## config.mk

```make
export PLATFORM = sky130hd
export DESIGN_NAME = glyph_serialiser_flat
export DESIGN_NICKNAME = d
export VERILOG_FILES = /design/src/rtl/glyph_serialiser_if.sv /design/src/rtl/glyph_serialiser.sv /design/src/flat_wrapper.sv
export SDC_FILE = /design/constraint.sdc
export NUM_CORES = 1
export LEC_CHECK = 0
export CAP_MARGIN = 20
export CELL_PAD_IN_SITES_DETAIL_PLACEMENT = 2
export CELL_PAD_IN_SITES_GLOBAL_PLACEMENT = 2
export CORE_MARGIN = 5
export CORE_UTILIZATION = 31
export DETAILED_ROUTE_END_ITERATION = 10
export HOLD_SLACK_MARGIN = 0.05
export PLACE_DENSITY = 0.94
export SKIP_LAST_GASP = 1
export SLEW_MARGIN = 20
export SYNTH_ARGS = -nofsm -noshare
export SYNTH_HDL_FRONTEND = slang
export SYNTH_SLANG_ARGS = --single-unit
```

## constraint.sdc

```tcl
create_clock -name clock -period 3.15 [get_ports clock]
set_input_delay 0.945 -clock clock [delete_from_list [all_inputs] [get_ports clock]]
set_output_delay 0.945 -clock clock [all_outputs]
set_load 0.03 [all_outputs]
```

## src/rtl/glyph_serialiser_if.sv

```systemverilog
// Character request, glyph ROM and pixel stream signals of the glyph serialiser.
// The slave modport is the serialiser's view; the master modport is the source/ROM/sink side.
interface glyph_serialiser_if;
  logic       char_valid;
  logic [6:0] char_code;
  logic [2:0] char_row;
  logic       char_invert;
  logic       char_ready;
  logic [6:0] rom_char_index;
  logic [2:0] rom_row_index;
  logic [7:0] rom_dout;
  logic       pixel;
  logic       pixel_valid;
  logic       pixel_last;

  modport slave (
    input  char_valid, char_code, char_row, char_invert, rom_dout,
    output char_ready, rom_char_index, rom_row_index, pixel, pixel_valid, pixel_last
  );

  modport master (
    output char_valid, char_code, char_row, char_invert, rom_dout,
    input  char_ready, rom_char_index, rom_row_index, pixel, pixel_valid, pixel_last
  );
endinterface

```

## src/rtl/glyph_serialiser.sv

```systemverilog
// Turns character-row requests into a serial pixel stream, MSB first, through a
// synchronous glyph ROM: A holds the address, B flags ROM data valid, C shifts pixels.
module glyph_serialiser (
  input logic               clock,
  input logic               reset_n,
  glyph_serialiser_if.slave bus
);
  logic       valid_a, invert_a;
  logic [6:0] code_a;
  logic [2:0] row_a;
  logic       valid_b;
  logic [7:0] shift;
  logic [2:0] count;
  logic       invert_c, busy;
  logic       accept, transfer, last_bit;

  assign last_bit       = busy & (count == 3'd7);
  // C can take a new byte when idle or on the cycle it emits its last pixel,
  // which is what keeps back-to-back glyphs gapless.
  assign transfer       = valid_a & valid_b & (~busy | last_bit);
  assign bus.char_ready = ~valid_a | transfer;
  assign accept         = bus.char_valid & bus.char_ready;

  // Stage A: the held request doubles as the ROM address.
  always_ff @(posedge clock or negedge reset_n) begin
    if (!reset_n) begin
      valid_a  <= 1'b0;
      code_a   <= '0;
      row_a    <= '0;
      invert_a <= 1'b0;
    end else if (accept) begin
      valid_a  <= 1'b1;
      code_a   <= bus.char_code;
      row_a    <= bus.char_row;
      invert_a <= bus.char_invert;
    end else if (transfer) begin
      valid_a  <= 1'b0;
    end
  end

  // Stage B: ROM output matches A once the address has been stable for one edge.
  always_ff @(posedge clock or negedge reset_n) begin
    if (!reset_n)                valid_b <= 1'b0;
    else if (accept || transfer) valid_b <= 1'b0;
    else                         valid_b <= valid_a;
  end

  // Stage C: shift register, bit counter and reverse-video flag.
  always_ff @(posedge clock or negedge reset_n) begin
    if (!reset_n) begin
      shift    <= '0;
      count    <= '0;
      invert_c <= 1'b0;
      busy     <= 1'b0;
    end else if (transfer) begin
      shift    <= bus.rom_dout;
      count    <= '0;
      invert_c <= invert_a;
      busy     <= 1'b1;
    end else if (busy) begin
      shift    <= {shift[6:0], 1'b0};
      count    <= count + 3'd1;
      if (last_bit) busy <= 1'b0;
    end
  end

  assign bus.rom_char_index = code_a;
  assign bus.rom_row_index  = row_a;
  assign bus.pixel          = busy & (shift[7] ^ invert_c);
  assign bus.pixel_valid    = busy;
  assign bus.pixel_last     = last_bit;
endmodule

```

## src/flat_wrapper.sv

```systemverilog
// flat-port wrapper written by rule: the top's interface ports become plain ports
module glyph_serialiser_flat 
  (clock, reset_n, bus_char_valid, bus_char_code, bus_char_row, bus_char_invert, bus_rom_dout, bus_char_ready, bus_rom_char_index, bus_rom_row_index, bus_pixel, bus_pixel_valid, bus_pixel_last);
  glyph_serialiser_if bus_i ();
  input logic clock;
  input logic reset_n;
  input wire logic [$bits(bus_i.char_valid)-1:0] bus_char_valid;
  input wire logic [$bits(bus_i.char_code)-1:0] bus_char_code;
  input wire logic [$bits(bus_i.char_row)-1:0] bus_char_row;
  input wire logic [$bits(bus_i.char_invert)-1:0] bus_char_invert;
  input wire logic [$bits(bus_i.rom_dout)-1:0] bus_rom_dout;
  output wire logic [$bits(bus_i.char_ready)-1:0] bus_char_ready;
  output wire logic [$bits(bus_i.rom_char_index)-1:0] bus_rom_char_index;
  output wire logic [$bits(bus_i.rom_row_index)-1:0] bus_rom_row_index;
  output wire logic [$bits(bus_i.pixel)-1:0] bus_pixel;
  output wire logic [$bits(bus_i.pixel_valid)-1:0] bus_pixel_valid;
  output wire logic [$bits(bus_i.pixel_last)-1:0] bus_pixel_last;
  assign bus_i.char_valid = bus_char_valid;
  assign bus_i.char_code = bus_char_code;
  assign bus_i.char_row = bus_char_row;
  assign bus_i.char_invert = bus_char_invert;
  assign bus_i.rom_dout = bus_rom_dout;
  assign bus_char_ready = bus_i.char_ready;
  assign bus_rom_char_index = bus_i.rom_char_index;
  assign bus_rom_row_index = bus_i.rom_row_index;
  assign bus_pixel = bus_i.pixel;
  assign bus_pixel_valid = bus_i.pixel_valid;
  assign bus_pixel_last = bus_i.pixel_last;
  glyph_serialiser u_core (.clock(clock), .reset_n(reset_n), .bus(bus_i));
endmodule
```

==> results of run 1 <==
==> metrics by stage <==
step	setup WS, ns	utilization, %	hold WS [ns]
final	0.197	43.7	0.519
after global routing	0.0829	43.7	0.538
after CTS	0.168	43.7	0.526
after detailed placement	0.494	42.1	0.499
after global placement	0.543	42.1	0.481
after floorplan	0.893	-	0.460
==> worst paths after layout <==
check                           cells past startpoint  slack [ns]                           end       startpoint
worst max-delay path                                6        0.20                bus_char_ready  u_core.count[0]
min in group asynchronous                           2        1.05               u_core.invert_a          reset_n
worst min-delay path                                2        0.52        u_core.bus.pixel_valid   u_core.valid_b
worst max register to register                      6        1.19  u_core.bus.rom_char_index[2]  u_core.count[0]
worst min register to register                      2        0.52        u_core.bus.pixel_valid   u_core.valid_b
max in group asynchronous                           2        1.85  u_core.bus.rom_char_index[0]          reset_n
==> report_power, final <==
part	leakage, nW	internal, mW	total (mW)	switching, mW
logic	0.326	0.432	0.912	0.480
registers	0.312	0.488	0.596	0.109
clock network	0.0288	0.112	0.214	0.102
==> area by class of cell <==
| cell class | instances | area (sq um) | area share, % |
|---|---|---|---|
| clock buffers | 4 | 55.1 | 3.50 |
| multi-input cells | 59 | 435 | 27.7 |
| well taps | 48 | 60.1 | 3.82 |
| flip-flops and latches | 26 | 651 | 41.3 |
| repair buffers | 38 | 373 | 23.7 |
==> routing by layer <==
| metal | vias to the layer above | global-route usage, % |
|---|---|---|
| met5 | - | 0 |
| met3 | 4 | 4.75 |
| met4 | 0 | 3.19 |
| met2 | 23 | 25.7 |
| li1 | 389 | - |
| met1 | 413 | 13.0 |
==> sequential cells by signal, summed over array words and instances, names as in the netlist <==
| signal | cells |
|---|---|
| u_core.invert_c | 1 |
| u_core.shift | 8 |
| u_core.count | 3 |
| u_core.valid_a | 1 |
| u_core.bus.rom_char_index | 7 |
| u_core.bus.pixel_valid | 1 |
| u_core.bus.rom_row_index | 3 |
| u_core.valid_b | 1 |
| u_core.invert_a | 1 |
==> cell usage in the layout (no fill, tap or decap) <==
| cell | count |
|---|---|
| xnor2_1 | 1 |
| and2_1 | 4 |
| a221o_1 | 7 |
| nand2b_1 | 1 |
| dfrtp_1 | 26 |
| nand2_1 | 11 |
| and2_4 | 1 |
| mux2_2 | 12 |
| clkdlybuf4s50_1 | 35 |
| a21o_1 | 1 |
| nor2_1 | 2 |
| ha_1 | 2 |
| buf_4 | 3 |
| nor3_1 | 4 |
| a22o_1 | 1 |
| xor2_1 | 1 |
| clkbuf_8 | 4 |
| a21oi_1 | 7 |
| nor2b_1 | 3 |
| a31o_2 | 1 |
==> cell families after synthesis <==
family / synth area share (%)
muxes: 12.0
AOI/OAI and AO/OA: 11.5
buffers and inverters: 3.77
xor gates and xnor gates: 1.55
and+or+nand+nor: 11.3
adders and majority gates: 2.22
DFF: 57.6
==> worst max-delay path: stages (launching register included) <==
cell,delay (ns)
dfrtp_1,0.41
ha_1,0.22
ha_1,0.18
nand2b_1,0.16
nand2_1,0.12
nand2_1,0.06
clkdlybuf4s50_1,0.59
==> results by group, run 1 <==
Clocking
  – CTS tree: done
  – Clock Path Buffers: 2
  – CTS sink count: 26
  – Clock Latency Late Sink: 0.27 ns
  – CTS clk-pin slew, worst paths: 0.09 ns
  – # H-tree levels: 1
  – CTS Buf Count: 3
  – Clock root cell: clkbuf_8
  – # Post-CTS Setup Buffers: 0
  – CTS Hold Bufs: 0
  – Post-CTS Resized: 0

Die
  – Total die area: 4950 sq um
  – Initial core utilization: 31.3%
  – FP Rows: 22
  – Die X: 70.3 um
  – I/O pin total: 36
  – Core ar.: 3610 sq um
  – Die Y: 70.3 um

Global route
  – Number of global-route vias before repair: 994
  – Overflow after GRT: 0
  – Pin count of the biggest net entering global routing: 27
  – Antenna violations before repair: 0
  – Total track usage: 13.2%
  – First-pass GRT wire length: 5.01 mm

Yosys
  – Yosys Warn Count: 0
  – Post-Synthesis Cell Area: 1130 sq um
  – Seq/Total Area, Yosys: 57.6%
  – Count leader, synth: dfrtp_1
  – Synth top cells by count: 26 x dfrtp_1, 12 x mux2_2, 11 x nand2_1
  – Mapped Avg Cell Area: 12.5 sq um
  – Netlist cell types: 20
  – Asr flop ratio synth: 100%
  – Top cells by area, synth: dfrtp_1 58%, mux2_2 12%, a221o_1 6.2%
  – Number of flops mapped to enable cells by yosys: 0
  – Syn_nets: 114
  – Flops & latches, synth: 26
  – Yosys top cell by area: dfrtp_1
  – Post-Syn Instances: 90
  – Primary FF master, synth: dfrtp_1
  – Area fraction of the dominant cell type after synthesis: 57.6%

STA
  – Final setup vio count: 0
  – Setup TNS: 0 ns
  – Achievable frequency: 0.339 GHz
  – Tcrit/Tclk final: 93.7%
  – Clk_skew: 0.00309 ns
  – Unrepaired setup endpoints after global routing: false
  – Fin. max-slew vios: 0
  – Final min period: 2.95 ns
  – Max-slew headroom at the worst pin: 63.9%
  – Least-Margin Pin Slew: 0.541 ns
  – Final Hold Viols: 0

Drt
  – Post-route ant nets: 0
  – Metal2 WL: 1.80 mm
  – Top layer in use: met4
  – DR pass1 iterations: 4
  – Initial DRC count: 35
  – Drt drc: 0
  – M1 WL: 1.15 mm
  – Via-per-instance ratio: 4.74
  – Drt total wl: 3.18 mm
  – WL per Instance: 18.2 um
  – Via Count: 829
  – Met3 Wirelength: 196 um

Placed design
  – DPL Wire Length: 2.38 mm
  – PortBufs: 35
  – Routability Congestion: 0.714
  – Placed insts: 171
  – Placed cell area: 1520 sq um

Pwr
  – Worst VDD drop: 0.000388 V
  – Tot Pwr: 1.72 mW
  – Pwr per Cell Area: 1090 nW/um^2
  – P_leak: 0.667 nW

Worst setup path
  – Type of origin of the critical path: register
  – Kind of critical path: reg2out
  – Critical Path End Type: output port
  – Worst path required time: 2.20 ns
  – Crit path arrival time: 2.01 ns
  – Critical path fanouts, max: 3

Cells and area
  – N_diodes: 0
  – NumNets Final: 152
  – Share of post-route cells with drive strength above 1: 16.5%
  – Fill count: 376
  – Final Instance Area: 1570 sq um
  – Post-route insts no fill: 175
  – Area grow syn2layout: 39.5%

Run
  – Max cap viols: 0

Outcome
  – Status: complete, no violations

Worst hold path
  – Type of the tightest min-delay check: reg2reg
Power figures use the tool's default switching activity.
==> inputs of run 2 (changes only) <==
==> constraint.sdc (replaced) <==
create_clock -name clock -period 3.15 [get_ports clock]
set_input_delay 0.63 -clock clock [delete_from_list [all_inputs] [get_ports clock]]
set_output_delay 0.63 -clock clock [all_outputs]
set_load 0.03 [all_outputs]
==> results by group, run 2 (synthesis results as in run 1) <==
Cells and area
  – Post-route insts no fill: 173 (-1.1%)
  – Share of post-route cells with drive strength above 1: 15.2% (-1.3 points)
  – Final Instance Area: 1580 sq um (about the same)
  – Fill count: 385 (+2.4%)
  – N_diodes: 0 (unchanged)
  – NumNets Final: 150 (-1.3%)
  – Largest Register: u_core.shift
  – Commonest non-fill, non-tap cell in the layout: clkdlybuf4s50_1
  – Final Core Density: 43.7% (about the same)
  – Max reg flops: 8 (unchanged)
  – Area grow syn2layout: 39.6% (about the same)
  – Most frequent cells in the layout: 35 x clkdlybuf4s50_1, 26 x dfrtp_1, 12 x mux2_2, 11 x nand2_1

Global route
  – Overflow after GRT: 0 (unchanged)
  – Pin count of the biggest net entering global routing: 27 (unchanged)
  – Number of global-route vias before repair: 1004 (+1.0%)
  – Antenna violations before repair: 0 (unchanged)
  – Total track usage: 14.1% (+0.86 points)
  – First-pass GRT wire length: 5.22 mm (+4.1%)

Die
  – Die Y: 70.3 um (unchanged)
  – Total die area: 4950 sq um (unchanged)
  – Die X: 70.3 um (unchanged)
  – I/O pin total: 36 (unchanged)
  – Initial core utilization: 31.3% (unchanged)
  – FP Rows: 22 (unchanged)
  – Core ar.: 3610 sq um (unchanged)

STA
  – Tcrit/Tclk final: 92.4% (-1.4 points)
  – Fin. max-slew vios: 0 (unchanged)
  – Final Hold Viols: 0 (unchanged)
  – Setup TNS: 0 ns (unchanged)
  – Final hold slack: 0.515 ns (-0.00384 ns)
  – Achievable frequency: 0.344 GHz (+1.5%)
  – Max-slew headroom at the worst pin: 61.9% (-2.0 points)
  – Clk_skew: 0.00299 ns (-0.000101 ns)
  – Unrepaired setup endpoints after global routing: false
  – Final setup vio count: 0 (unchanged)
  – Final min period: 2.91 ns (-0.0432 ns)
  – Least-Margin Pin Slew: 0.569 ns (+0.0277 ns)

Placed design
  – Placed insts: 169 (-1.2%)
  – Placed cell area: 1500 sq um (-0.99%)
  – Routability Congestion: 0.722 (+1.1%)
  – DPL Wire Length: 2.34 mm (-2.0%)
  – PortBufs: 35 (unchanged)

Drt
  – Via-per-instance ratio: 4.88 (+3.1%)
  – Top layer in use: met4
  – Post-route ant nets: 0 (unchanged)
  – WL per Instance: 18.3 um (+1.1%)
  – Metal2 WL: 1.71 mm (-4.9%)
  – Drt drc: 0 (unchanged)
  – Drt total wl: 3.17 mm (about the same)
  – Met3 Wirelength: 220 um (+12%)
  – Via Count: 845 (+1.9%)
  – DR pass1 iterations: 4 (unchanged)
  – M1 WL: 1.17 mm (+1.6%)
  – Initial DRC count: 31 (-11%)

Worst setup path
  – Delay-heaviest family, CP: simple AND/OR/NAND/NOR gates
  – Critical path's slowest cell: clkdlybuf4s50_1
  – Crit path arrival time: 2.28 ns (+0.27 ns)
  – Kind of critical path: reg2out
  – CP Cell Sequence: ha_1 -> ha_1 -> nand2b_1 -> nand2_1 -> nand2_1 -> clkdlybuf4s50_1
  – WP buf/inv: 1 (unchanged)
  – CP max stage delay: 0.60 ns (about the same)
  – Critical Path End Type: output port
  – Type of origin of the critical path: register
  – Critical path fanouts, max: 11 (+8)
  – Worst path required time: 2.52 ns (+0.32 ns)

Clocking
  – # H-tree levels: 1 (unchanged)
  – CTS sink count: 26 (unchanged)
  – CTS Hold Bufs: 0 (unchanged)
  – Post-CTS Resized: 0 (unchanged)
  – Clock root cell: clkbuf_8
  – CTS clk-pin slew, worst paths: 0.09 ns (about the same)
  – CTS Buf Count: 3 (unchanged)
  – CTS tree: done
  – Clock Latency Late Sink: 0.28 ns (about the same)
  – Clock Path Buffers: 2 (unchanged)
  – # Post-CTS Setup Buffers: 0 (unchanged)

Worst hold path
  – Type of the tightest min-delay check: reg2reg

Pwr
  – P_leak: 0.664 nW (-0.43%)
  – Pwr per Cell Area: 1120 nW/um^2 (+2.0%)
  – Worst VDD drop: 0.000357 V (-8.0%)

Run
  – Max cap viols: 0 (unchanged)

Outcome
  – Status: complete, no violations
## run 2: cell types whose count changed in the layout (fill, tap and decap cells not counted)
cell and delta:
bufinv_16 +1, buf_4 -2, clkbuf_8 -1
## run 2: area by class of cell
| cell class | count | area (sq um) | share of cell area (%) |
|---|---|---|---|
| clock buffer | 3 | 41.3 | 2.62 |
| clock inverter | 1 | 30.0 | 1.91 |
| multi-input combinational | 59 | 435 | 27.6 |
| sequential | 26 | 651 | 41.3 |
| tap | 48 | 60.1 | 3.81 |
| timing repair buffer | 36 | 358 | 22.7 |
## run 2: layer usage
| metal | up-vias | global-route usage, % |
|---|---|---|
| met4 | 0 | 7.66 |
| met1 | 422 | 13.3 |
| li1 | 390 | - |
| met3 | 6 | 5.47 |
| met2 | 27 | 25.7 |
| met5 | - | 0 |
## run 2: worst min-delay path, delay by kind of cell (launching register included)
family	cells	cell delay [ns]
and+or+nand+nor	2	0.12
DFF	1	0.38
## run 2: worst paths after layout
check	startpoint	endpoint	slack (ns)	depth (start not counted)
max in group asynchronous	reset_n	u_core.bus.rom_char_index[6]	2.17	2
min in group asynchronous	reset_n	u_core.shift[6]	0.73	2
min reg2reg	u_core.valid_b	u_core.bus.pixel_valid	0.51	2
max reg2reg	u_core.count[0]	u_core.bus.rom_char_index[4]	1.13	5
max	u_core.count[0]	bus_char_ready	0.24	6
min	u_core.valid_b	u_core.bus.pixel_valid	0.51	2
## run 2: report_power, final
part / switching, mW / internal (mW)
Clock: 0.109 / 0.170
Sequential: 0.109 / 0.488
Combinational: 0.470 / 0.412
## run 2: metrics by stage
step	power, mW	setup WS (ns)
after floorplan	1.18	1.21
after global placement	1.43	0.654
after detailed placement	1.50	0.543
after CTS	1.79	0.203
after global routing	1.87	0.140
final	1.76	0.240
==> inputs of run 3 (changes only) <==
--- a/config.mk
+++ b/config.mk
@@ -10,6 +10,7 @@
 export CELL_PAD_IN_SITES_GLOBAL_PLACEMENT = 2
 export CORE_MARGIN = 5
 export CORE_UTILIZATION = 31
+export CTS_CLUSTER_SIZE = 14
 export DETAILED_ROUTE_END_ITERATION = 10
 export HOLD_SLACK_MARGIN = 0.05
 export PLACE_DENSITY = 0.94
==> results of run 3 <==
Same layout as run 2: the final DEF is identical, and so are final timing and power.
